==> config.mk <==
export PLATFORM = sky130hd
export DESIGN_NAME = frame_write_arbiter
export DESIGN_NICKNAME = d
export VERILOG_FILES = /design/src/rtl/frame_pkg.sv /design/src/rtl/rr_arbiter2.sv /design/src/rtl/frame_write_arbiter.sv
export SDC_FILE = /design/constraint.sdc
export NUM_CORES = 1
export LEC_CHECK = 0
export CAP_MARGIN = 30
export CORE_UTILIZATION = 35
export DETAILED_ROUTE_END_ITERATION = 6
export HOLD_SLACK_MARGIN = 0.08
export PLACE_DENSITY = 0.69
export RECOVER_POWER = 25
export SLEW_MARGIN = 15
export SYNTH_ARGS = -nofsm -noshare
export SYNTH_HDL_FRONTEND = slang
export SYNTH_SLANG_ARGS = --single-unit
==> constraint.sdc <==
create_clock -name Clk -period 7.39 [get_ports Clk]
set_clock_uncertainty 0.05 [all_clocks]
set_input_delay 1.478 -clock Clk [delete_from_list [all_inputs] [get_ports Clk]]
set_output_delay 1.478 -clock Clk [all_outputs]
set_load 0.005 [all_outputs]
==> src/rtl/frame_pkg.sv <==
`default_nettype none
// ============================================================================
// Module      : frame_pkg
// Description : Frame buffer geometry, arbiter state/player enums and the
//               pixel-to-word address and colour-pair packing helpers.
// Revision    : 1.0  initial release
// ============================================================================
package frame_pkg;

  localparam int unsigned H_PIX   = 640;
  localparam int unsigned V_LINES = 480;
  localparam int unsigned H_WORDS = 320;
  localparam int unsigned N_WORDS = H_WORDS * V_LINES;

  typedef enum logic [0:0] {
    IDLE  = 1'b0,
    CLEAR = 1'b1
  } fwa_state_t;

  typedef enum logic {
    BLUE = 1'b0,
    RED  = 1'b1
  } player_t;

  // Word address of the pixel pair holding (x, y); y*320 built from shifts.
  function automatic logic [18:0] pix_to_addr(input logic [9:0] x, input logic [9:0] y);
    logic [18:0] y_w;
    y_w = {9'd0, y};
    return (y_w << 8) + (y_w << 6) + {10'd0, x[9:1]};
  endfunction

  // Both pixels of a word get the same colour nibble.
  function automatic logic [15:0] pack_pair(input logic [3:0] color);
    return {4'h0, color, 4'h0, color};
  endfunction

endpackage
`default_nettype wire

==> src/rtl/rr_arbiter2.sv <==
`default_nettype none
// ============================================================================
// Module      : rr_arbiter2
// Description : Two-way round-robin arbiter. Combinational one-hot grant,
//               registered record of the last winner (BLUE=0, RED=1).
// Revision    : 1.0  initial release
// ============================================================================
module rr_arbiter2
  import frame_pkg::*;
(
  input  logic       Clk,
  input  logic       Reset,
  input  logic [1:0] req,
  input  logic [1:0] block,
  input  logic       advance,
  output logic [1:0] grant,
  output player_t    rr_last
);

  logic [1:0] elig;
  player_t    rr_last_q;
  player_t    rr_last_d;

  // Grant the single eligible requester, or on a tie the one that lost last time
  always_comb begin
    elig  = req & ~block;
    grant = elig;
    if (elig == 2'b11) begin
      grant = (rr_last_q == RED) ? 2'b01 : 2'b10;
    end
  end

  // Remember the winner only when the grant is actually consumed
  always_comb begin
    rr_last_d = rr_last_q;
    if (advance && grant[0]) begin
      rr_last_d = BLUE;
    end else if (advance && grant[1]) begin
      rr_last_d = RED;
    end
  end

  // Last-winner register; RED after reset so BLUE takes the first tie
  always_ff @(posedge Clk) begin
    if (Reset) begin
      rr_last_q <= RED;
    end else begin
      rr_last_q <= rr_last_d;
    end
  end

  assign rr_last = rr_last_q;

endmodule
`default_nettype wire

==> src/rtl/frame_write_arbiter.sv <==
`default_nettype none
// ============================================================================
// Module      : frame_write_arbiter
// Description : Sole owner of the frameRAM write port. Runs the full-screen
//               clear sweep and arbitrates blue/red trail pixel writes.
// Revision    : 1.0  initial release
// ============================================================================
module frame_write_arbiter
  import frame_pkg::*;
#(
  parameter int unsigned LINES = V_LINES
) (
  input  logic        Clk,
  input  logic        Reset,
  input  logic        clear_start,
  input  logic [3:0]  bg_color,
  output logic        clear_busy,
  output logic        clear_done,
  input  logic        blue_req,
  input  logic [9:0]  blue_x,
  input  logic [9:0]  blue_y,
  input  logic [3:0]  blue_color,
  output logic        blue_ack,
  input  logic        red_req,
  input  logic [9:0]  red_x,
  input  logic [9:0]  red_y,
  input  logic [3:0]  red_color,
  output logic        red_ack,
  output logic        drop,
  output logic        WE,
  output logic [18:0] write_address,
  output logic [15:0] Data_In
);

  localparam int unsigned N_LOCAL   = H_WORDS * LINES;
  localparam logic [17:0] LAST_WORD = 18'(N_LOCAL - 1);

  fwa_state_t  state_q;
  logic [17:0] cnt_q;
  logic        we_q;
  logic [18:0] addr_q;
  logic [15:0] data_q;
  logic        busy_q;
  logic        done_q;
  logic        back_q;
  logic        rack_q;
  logic        drop_q;
  logic        grant_vld_q;

  logic [1:0]  grant;
  logic [1:0]  block;
  logic        advance;
  player_t     rr_last;

  logic [9:0]  sel_x;
  logic [9:0]  sel_y;
  logic [3:0]  sel_color;
  logic        sel_in_range;
  logic [18:0] sel_addr;

  // The requester served last cycle still shows its (stale) req; keep it out
  always_comb begin
    block = 2'b00;
    if (grant_vld_q) begin
      block = (rr_last == BLUE) ? 2'b01 : 2'b10;
    end
    advance = (state_q == IDLE) && !clear_start;
  end

  rr_arbiter2 u_arb (
    .Clk     (Clk),
    .Reset   (Reset),
    .req     ({red_req, blue_req}),
    .block   (block),
    .advance (advance),
    .grant   (grant),
    .rr_last (rr_last)
  );

  // Route the granted requester's pixel to the write path and range-check it
  always_comb begin
    sel_x        = grant[1] ? red_x     : blue_x;
    sel_y        = grant[1] ? red_y     : blue_y;
    sel_color    = grant[1] ? red_color : blue_color;
    sel_in_range = (sel_x < 10'(H_PIX)) && (sel_y < 10'(LINES));
    sel_addr     = pix_to_addr(sel_x, sel_y);
  end

  // Write-port sequencer: clear sweep has absolute priority over trail writes.
  // Word 0 is issued on the start cycle so busy and the first write line up.
  always_ff @(posedge Clk) begin
    if (Reset) begin
      state_q     <= IDLE;
      cnt_q       <= '0;
      we_q        <= 1'b0;
      addr_q      <= '0;
      data_q      <= '0;
      busy_q      <= 1'b0;
      done_q      <= 1'b0;
      back_q      <= 1'b0;
      rack_q      <= 1'b0;
      drop_q      <= 1'b0;
      grant_vld_q <= 1'b0;
    end else begin
      we_q        <= 1'b0;
      done_q      <= 1'b0;
      back_q      <= 1'b0;
      rack_q      <= 1'b0;
      drop_q      <= 1'b0;
      grant_vld_q <= 1'b0;
      case (state_q)
        IDLE: begin
          busy_q <= 1'b0;
          if (clear_start) begin
            state_q <= CLEAR;
            busy_q  <= 1'b1;
            we_q    <= 1'b1;
            addr_q  <= '0;
            data_q  <= pack_pair(bg_color);
            cnt_q   <= 18'd1;
          end else if (|grant) begin
            grant_vld_q <= 1'b1;
            back_q      <= grant[0];
            rack_q      <= grant[1];
            if (sel_in_range) begin
              we_q   <= 1'b1;
              addr_q <= sel_addr;
              data_q <= pack_pair(sel_color);
            end else begin
              drop_q <= 1'b1;
            end
          end
        end
        CLEAR: begin
          we_q   <= 1'b1;
          addr_q <= {1'b0, cnt_q};
          data_q <= pack_pair(bg_color);
          cnt_q  <= cnt_q + 18'd1;
          if (cnt_q == LAST_WORD) begin
            done_q  <= 1'b1;
            state_q <= IDLE;
            cnt_q   <= '0;
          end
        end
        default: begin
          state_q <= IDLE;
        end
      endcase
    end
  end

  assign WE            = we_q;
  assign write_address = addr_q;
  assign Data_In       = data_q;
  assign clear_busy    = busy_q;
  assign clear_done    = done_q;
  assign blue_ack      = back_q;
  assign red_ack       = rack_q;
  assign drop          = drop_q;

endmodule
`default_nettype wire

==> run metrics, run 1 <==
final setup violation count 0; CP Data Required Time approximately 7.4 ns; clock-pin slew on the worst setup and hold paths around 0.1 ns; GPL Wtd Cong 0.770; DR pass1 iterations 7; Int Pwr between 0.5 and 0.6 mW; Slew @ Worst Pin 2.04 ns; routed vias just over 3000; GRT Total Usage 0.170; Post-CTS Resized 0; Die Wd roughly 98 µm; CTS Buf Count 5; crit-path max FO 25; EDFF count, synth 0; clock latency on the worst-skew pair around 0.31 ns; Combinational Power Share 0.324; Bufs on Longest Clock Path 2; status finished, violations left; # Max-Cap Violations 1; nets@finish around 530; core area slightly below 0.009 mm²; Clock power frac 0.274; Post-synth ARST share 0; Die ar. about 0.0095 mm²; antenna violation net count after detailed routing 0; most common cell after layout, fill and taps aside clkdlybuf4s50_1; HP Class reg -> reg; ant diodes 0; register area share after synthesis 0.313; final worst path period share 0.696; violated checks design-rule violations, max-capacitance violations, max-slew violations; # clock sinks 50; layout cell share with drive strength beyond 1 0.0667; yosys warns 0; final core occ 0.476; critical path class in -> reg; post-DP HPWL 5.81 mm; most used cell, CP ha_1; maximum vdd drop between 0.00007 and 0.00008 V; TritonCTS clock tree built; total gr overflow 0; critical path's largest stage delay 0.49 ns; Critical Path Source Type input pin; setup TNS 0 ns; Slew Limit Fails 45; switching power between 0.2 and 0.25 mW; root buffer cell clkbuf_8; IO Pins 98; Synth Register Bits 50; max reg flops 19; first-pass GRT wire length around 14 mm; Power Density between 150 and 200 mW/mm²; CP endpoint kind register; setup bufs post-CTS 0; Cell Chain, Critical Path clkdlybuf4s50_1 > o21ai_2 > nand2_2 > mux2i_1 > xor2_1 > ha_1 > ha_1 > a211oi_1 > o21ai_0 > a31oi_1 > xnor2_1 > a22oi_1 > a211oi_2; Slew headroom -0.362; slowest CP cell clkdlybuf4s50_1; H-tree depth 2; most frequent cells in the layout clkdlybuf4s50_1, dfxtp_1, nor2_1; Seq pwr share 0.403; f_max around 190 MHz; Synth-to-Final Area Change 30.9%; leakage power figure 1.68 nW; routed vias/inst 5.44; Cells after Synth roughly 380; unrepaired setup endpoints after global routing no; Sw Ratio 0.304; antenna violations before repair 0; top_reg_cell synth dfxtp_1; Routed WL between 7 and 8 mm; Die H roughly 98 µm; CP arrival between 5 and 6 ns; drc violations 12; Avg Cell Area, Syn 8.40 µm²; # port buffers just under 90; Period minus WS final around 5.1 ns; Fin. Hold Viols 0; wire per inst ~14 µm; largest net degree at the start of global routing 45; FP Rows 34; synth unique cells 53; vias in the first global route around 2900; Starting Density 0.363; 1st-iter DRT viols 150; cell area after synthesis ~0.0032 mm²; cts hold-fix bufs 0
==> kinds of logic (layout without fill, tap and decap cells) <==
| kind of cell | after synthesis | in the layout | share of synthesized area |
|---|---|---|---|
| simple gates | 118 | 118 | 0.174 |
| compound gates | 110 | 110 | 0.248 |
| flops | 50 | 50 | 0.313 |
| buf+inv | 49 | 111 | 0.0770 |
| mux | 27 | 27 | 0.0883 |
| fa+ha+maj | 22 | 22 | 0.0883 |
| xor+xnor | 4 | 4 | 0.0109 |
| other cells | 1 | 8 | 0.00117 |
==> Yosys cell counts (2+ instances only) <==
cell type,instances,share of area
a211oi_1,16,0.038
a21o_1,3,0.0070
a21oi_1,23,0.036
a22oi_1,5,0.012
a311oi_1,16,0.044
a31oi_1,2,0.0039
a32oi_1,3,0.0082
a41oi_1,7,0.019
and3_1,3,0.0059
and4_1,5,0.014
buf_2,5,0.0078
buf_4,13,0.030
clkbuf_1,18,0.021
dfxtp_1,50,0.31
ha_1,21,0.082
inv_1,11,0.013
mux2_2,10,0.035
mux2i_1,17,0.053
nand2_1,29,0.034
nand2b_1,7,0.014
nand3_1,7,0.011
nand4_1,5,0.0098
nand4b_1,2,0.0055
nor2_1,46,0.054
nor3_1,5,0.0078
o211ai_1,2,0.0047
o21a_1,4,0.0094
o21ai_0,17,0.027
or2_2,2,0.0039
or3_1,2,0.0039
xnor2_1,3,0.0082
==> power groups by stage <==
stage               Sequential (mW)  Clock, mW  Combinational (mW)
floorplan                     0.301          0               0.149
global placement              0.301          0               0.233
detailed placement            0.302          0               0.238
CTS                           0.295      0.205               0.240
global route                  0.297      0.217               0.263
finish                        0.295      0.201               0.237
==> through the flow <==
| stage | instances | area (µm²) | total power [mW] | hold WS (ns) | setup slack [ns] |
|---|---|---|---|---|---|
| 4_1_cts | 558 | 4190 | 0.741 | 0.431 | 2.31 |
| 2_1_floorplan | 388 | 3230 | 0.451 | 0.423 | 2.68 |
| 5_1_grt | 558 | 4190 | 0.778 | 0.453 | 1.93 |
| 3_5_place_dp | 550 | 4080 | 0.539 | 0.416 | 1.99 |
| 3_3_place_gp | 548 | 4050 | 0.534 | 0.411 | 2.03 |
| 6_report | 558 | 4190 | 0.733 | 0.424 | 2.25 |
==> routing by layer <==
layer	global-route usage	part of all wire
met1	0.220	0.47
met2	0.291	0.47
met3	0.0360	0.054
met4	0.0315	0.0054
met5	0	0
==> critical path, delay by kind of cell <==
family	cells	cell delay [ns]
simple gates	1	0.45
compound gates	6	1.46
mux	1	0.43
xor+xnor	2	0.29
buf+inv	1	0.49
fa+ha+maj	2	0.59
==> final timing paths <==
kind / start / to / slack, ns / depth (start not counted)
setup / recovery: blue_req / write_address[16] / 2.25 / 13
hold / removal: write_address[18] / write_address[18] / 0.42 / 1
setup reg to reg: u_arb.rr_last / write_address[13] / 3.58 / 13
hold reg to reg: write_address[18] / write_address[18] / 0.42 / 1
==> cell type report <==
type	instances	area (µm²)
Inverter	11	41.3
Tap cell	108	135
Multi-Input combinational cell	289	1980
Sequential cell	50	1000
Fill cell	855	4620
Clock buffer	5	68.8
Clock inverter	3	47.5
Timing Repair Buffer	92	916
Note: power is estimated with default switching activity, not from simulation.
==> run 2, diff against run 1 <==
clock period = 5.35 ns   (was 7.39 ns; I/O delays follow)
==> run 2 against run 1 <==
The run ends with design-rule violations left. Critical path depth unchanged. Total power is 39% higher. First-iteration DRC count grew 21%. Design area barely moved. Utilization barely moved. Largest power group unchanged. Highest routed layer unchanged. Routed wire length rose by 2.0%. Non-clock buffer count rose by 1. Global-route usage is 0.40 points higher. Register-to-register slack worse by 1.8 ns.
==> run metrics, run 2 (synthesis results as in run 1) <==
status finished, violations left; violated checks design-rule violations; post-DP HPWL 6.00 mm (+3.2%); Post-CTS Resized 0 (unchanged); critical path's largest stage delay 0.49 ns (about the same); GPL Wtd Cong 0.831 (+8.0%); IO Pins 98 (unchanged); routed vias/inst 5.50 (+1.2%); # clock sinks 50 (unchanged); root buffer cell clkbuf_8; CP endpoint kind register; Cell Chain, Critical Path clkdlybuf4s50_1 > o21ai_2 > nand2_2 > mux2i_1 > xor2_1 > ha_1 > ha_1 > a211oi_1 > o21ai_0 > a41oi_1 > xnor2_1 > a22oi_1 > a211oi_1; antenna violations before repair 0 (unchanged); 1st-iter DRT viols 181 (+21%); CP Data Required Time 5.48 ns (-1.96 ns); crit-path max FO 17 (-32%); antenna violation net count after detailed routing 0 (unchanged); Die H 97.6 µm (unchanged); cts hold-fix bufs 0 (unchanged); layout cell share with drive strength beyond 1 0.0710 (+0.00429); routed vias 3075 (+1.4%); TritonCTS clock tree built; Die Wd 97.6 µm (unchanged); Filler cells 861 (+0.70%); most common cell after layout, fill and taps aside clkdlybuf4s50_1; Critical Path Source Type input pin; DR pass1 iterations 7 (unchanged); first-pass GRT wire length 13.6 mm (about the same); critical path class in -> reg; setup bufs post-CTS 0 (unchanged); Placed Cells 551 (+0.18%); final std cells w/o fill 559 (+0.18%); Routed WL 8.16 mm (+2.0%); Period minus WS final ~4.5 ns; Fin. Hold Viols 0 (unchanged); max reg flops 19 (unchanged); wire per inst 14.6 µm (+1.8%); vias in the first global route 2865 (-0.42%); leakage power figure 1.70 nW (+1.2%); Slew @ Worst Pin 0.798 ns (-1.25 ns); Synth-to-Final Area Change 31.0% (about the same); drc violations 9 (-3); clock-pin slew on the worst setup and hold paths 0.11 ns (about the same); CP arrival 4.66 ns (-0.53 ns); FP Rows 34 (unchanged); total gr overflow 0 (unchanged); Power Density 242 mW/mm² (+39%); H-tree depth 2 (unchanged); Starting Density 0.363 (unchanged); ant diodes 0 (unchanged); Bufs on Longest Clock Path 2 (unchanged); maximum vdd drop 0.000122 V (+54%); CTS Buf Count 5 (unchanged); # port buffers 87 (unchanged); Slew Limit Fails 0 (-100%); final setup violation count 0 (unchanged); clock latency on the worst-skew pair 0.31 ns (about the same); Slew headroom 0.466 (+0.828); GRT Total Usage 0.174 (+0.00398); slowest CP cell clkdlybuf4s50_1; f_max between 200 and 250 MHz; overall power 1.02 mW (+39%); final core occ 0.476 (about the same); most frequent cells in the layout clkdlybuf4s50_1, dfxtp_1, nor2_1; HP Class reg -> reg; core area 0.00881 mm² (unchanged); largest net degree at the start of global routing 37 (-18%); final worst path period share 0.848; unrepaired setup endpoints after global routing no; Die ar. 0.00953 mm² (unchanged); nets@finish 529 (+0.19%); setup TNS 0 ns (unchanged); # Max-Cap Violations 0 (-1)
==> run 2: cell types whose count changed in the layout (fill, tap and decap cells not counted), sizes merged <==
| cell | delta |
|---|---|
| buf | +2 |
| dlygate4sd3 | +5 |
| clkbuf | -1 |
| clkdlybuf4s50 | -5 |
==> run 2: layer usage <==
metal  share of wire  vias up  GRT usage
met5               0        -          0
met4          0.0053        0     0.0315
met3           0.069        4     0.0360
met2            0.47       94      0.288
met1            0.45     1446      0.234
li1                -     1531          -
==> run 2: layout make-up <==
cell class | instances | area (µm²) | share of cell area
clock buffers | 5 | 68.8 | 0.0164
clock inverters | 3 | 47.5 | 0.0113
inverters | 11 | 41.3 | 0.00985
multi-input cells | 289 | 1980 | 0.472
flip-flops and latches | 50 | 1000 | 0.239
well taps | 108 | 135 | 0.0322
repair buffers | 93 | 920 | 0.219
==> run 2: where the power goes <==
| part | total (mW) | internal, mW | switching (mW) |
|---|---|---|---|
| logic | 0.330 | 0.167 | 0.163 |
| clock network | 0.279 | 0.142 | 0.137 |
| registers | 0.407 | 0.394 | 0.0129 |
==> run 2: critical path: cells and delay by family <==
| kind | cells | cell delay (ns) |
|---|---|---|
| simple gates | 1 | 0.32 |
| fa+ha+maj | 2 | 0.60 |
| compound gates | 6 | 1.50 |
| xor+xnor | 2 | 0.30 |
| mux | 1 | 0.38 |
| buf+inv | 1 | 0.49 |
==> run 2: through the flow <==
stage	hold slack, ns	setup WS, ns	area (µm²)
floorplan	0.423	1.05	3230
global placement	0.412	0.627	4070
detailed placement	0.419	0.561	4080
CTS	0.435	0.863	4190
global route	0.460	0.504	4190
finish	0.431	0.815	4190
==> run 2: worst paths after layout <==
check	to	start	slack, ns	cells after the start
hold / removal	write_address[18]	write_address[18]	0.43	1
setup reg to reg	write_address[14]	grant_vld_q	1.74	12
setup / recovery	write_address[14]	blue_req	0.82	13
hold reg to reg	write_address[18]	write_address[18]	0.43	1
==> run 3, diff against run 2 <==
clock period = 4.5 ns   (was 5.35 ns; I/O delays follow)
==> run 3 against run 2 <==
The flow still finishes with violations (design-rule violations). Register-to-register slack got worse by 0.60 ns. Critical path depth grew 1. Utilization barely moved. Critical endpoint is now write_address[15]. Total power grew 14%. Setup slack got worse by 0.42 ns. Largest power group unchanged. Die area unchanged. Combinational power grew 18%. First-iteration DRC count fell by 8.8%. Design area about the same.
==> run metrics, run 3 (synthesis results as in run 1) <==
core area 0.00881 mm² (unchanged); status finished, violations left; Die ar. 0.00953 mm² (unchanged); clock latency on the worst-skew pair 0.32 ns (about the same); Synth-to-Final Area Change 30.9% (about the same); worst r2r path cells 13 (+1); H-tree depth 2 (unchanged); setup bufs post-CTS 0 (unchanged); Bufs on Longest Clock Path 2 (unchanged); final worst path period share 0.913; r2r setup slk 1.14 ns (-0.60 ns); Power Density 277 mW/mm² (+14%); CP endpoint kind register; 1st-iter DRT viols 165 (-8.8%); IO Pins 98 (unchanged); most common cell after layout, fill and taps aside clkdlybuf4s50_1; crit-path max FO 11 (-6); register area 0.00100 mm² (unchanged); leakage power figure 1.70 nW (about the same); worst hold start write_address[18]; Hold Path Sink write_address[18]; Critical Path Source Type input pin; layout cell share with drive strength beyond 1 0.0751 (+0.00410); TritonCTS clock tree built; Die Wd 97.6 µm (unchanged); critical path class in -> reg; Critical R2R Launch u_arb.rr_last; cts hold-fix bufs 0 (unchanged); max reg flops 19 (unchanged); # clock sinks 50 (unchanged); vias in the first global route 2839 (-0.91%); violated checks design-rule violations; Die H 97.6 µm (unchanged); drc violations 12 (+3); nets@finish 531 (+0.38%); # Max-Cap Violations 0 (unchanged); area of the multi-input gates 0.00198 mm² (unchanged); antenna violations before repair 0 (unchanged); root buffer cell clkbuf_8; Period minus WS final between 4 and 5 ns; routed vias/inst 5.43 (-1.3%); clock-pin slew on the worst setup and hold paths 0.11 ns (about the same); CTS Buf Count 5 (unchanged); Fin. Hold Viols 0 (unchanged); unrepaired setup endpoints after global routing no; # port buffers 87 (unchanged); CP Data Required Time 4.71 ns (-0.77 ns); largest net degree at the start of global routing 37 (unchanged); HP Class reg -> reg; maximum vdd drop 0.000146 V (+20%); f_max between 200 and 250 MHz; Slew @ Worst Pin 0.921 ns (+0.123 ns); Post-Place Cell Area 0.00409 mm² (+0.37%); worst r2r dst write_address[15]; wire per inst 14.2 µm (-2.9%); routed vias 3047 (-0.91%); hold path depth 1 (unchanged); CP arrival 4.32 ns (-0.34 ns); Final Cell Area 0.00419 mm² (about the same); Filler cells 875 (+1.6%); worst setup path start blue_req; Starting Density 0.363 (unchanged); Slew headroom 0.384 (-0.0821); Slew Limit Fails 0 (unchanged); most frequent cells in the layout clkdlybuf4s50_1, dfxtp_1, nor2_1; setup TNS 0 ns (unchanged); antenna violation net count after detailed routing 0 (unchanged); Routed WL 7.95 mm (-2.6%); GRT Total Usage 0.170 (-0.00399); GPL Wtd Cong 0.778 (-6.5%); Post-CTS Resized 0 (unchanged); total gr overflow 0 (unchanged); first-pass GRT wire length 13.5 mm (-0.66%); ant diodes 0 (unchanged); FP Rows 34 (unchanged); final setup violation count 0 (unchanged); post-DP HPWL 5.90 mm (-1.6%); DR pass1 iterations 7 (unchanged)
==> run 3: worst max-delay path by stage <==
stage,to,slack (ns),cells past startpoint
final,write_address[15],0.39,14
after global routing,write_address[15],0.16,14
after CTS,write_address[15],0.42,14
after detailed placement,write_address[15],0.13,14
after global placement,write_address[15],0.14,14
after floorplan,write_address[15],0.37,15
==> run 3: where the power goes <==
part	switching [mW]	internal [mW]
sequential	0.0158	0.469
clock	0.172	0.117
combinational	0.189	0.199
==> run 3: critical path: stages <==
cell	delay, ns
clkdlybuf4s50_1	0.55
o21ai_2	0.11
nand2_2	0.23
mux2_2	0.39
ha_1	0.28
ha_1	0.19
inv_1	0.07
fa_1	0.37
nand2b_1	0.19
a21oi_1	0.31
o2111ai_1	0.18
a21o_1	0.21
a21oi_1	0.14
o221a_2	0.21
==> run 3: stage by stage <==
| step | std cells | worst slack, ns | hold WS, ns | util | power [mW] |
|---|---|---|---|---|---|
| after detailed placement | 553 | 0.132 | 0.418 | 0.465 | 0.888 |
| final | 561 | 0.392 | 0.427 | 0.476 | 1.16 |
| after floorplan | 388 | 0.370 | 0.423 | - | 0.740 |
| after CTS | 561 | 0.419 | 0.434 | 0.476 | 1.18 |
| after global placement | 552 | 0.144 | 0.412 | 0.463 | 0.880 |
| after global routing | 561 | 0.159 | 0.454 | 0.476 | 1.24 |
==> run 3: final cells by class <==
class	instances	area share
well taps	108	0.0323
clock buffers	5	0.0164
flip-flops and latches	50	0.239
repair buffers	95	0.223
multi-input cells	289	0.473
clock inverters	3	0.00687
inverters	11	0.00986
==> run 3: layer usage <==
metal | global-route usage | routed length (µm) | up-vias
li1 | - | - | 1534
met1 | 0.232 | 3790 | 1415
met2 | 0.278 | 3660 | 90
met3 | 0.0360 | 448 | 8
met4 | 0.0280 | 51 | 0
met5 | 0 | 0 | -
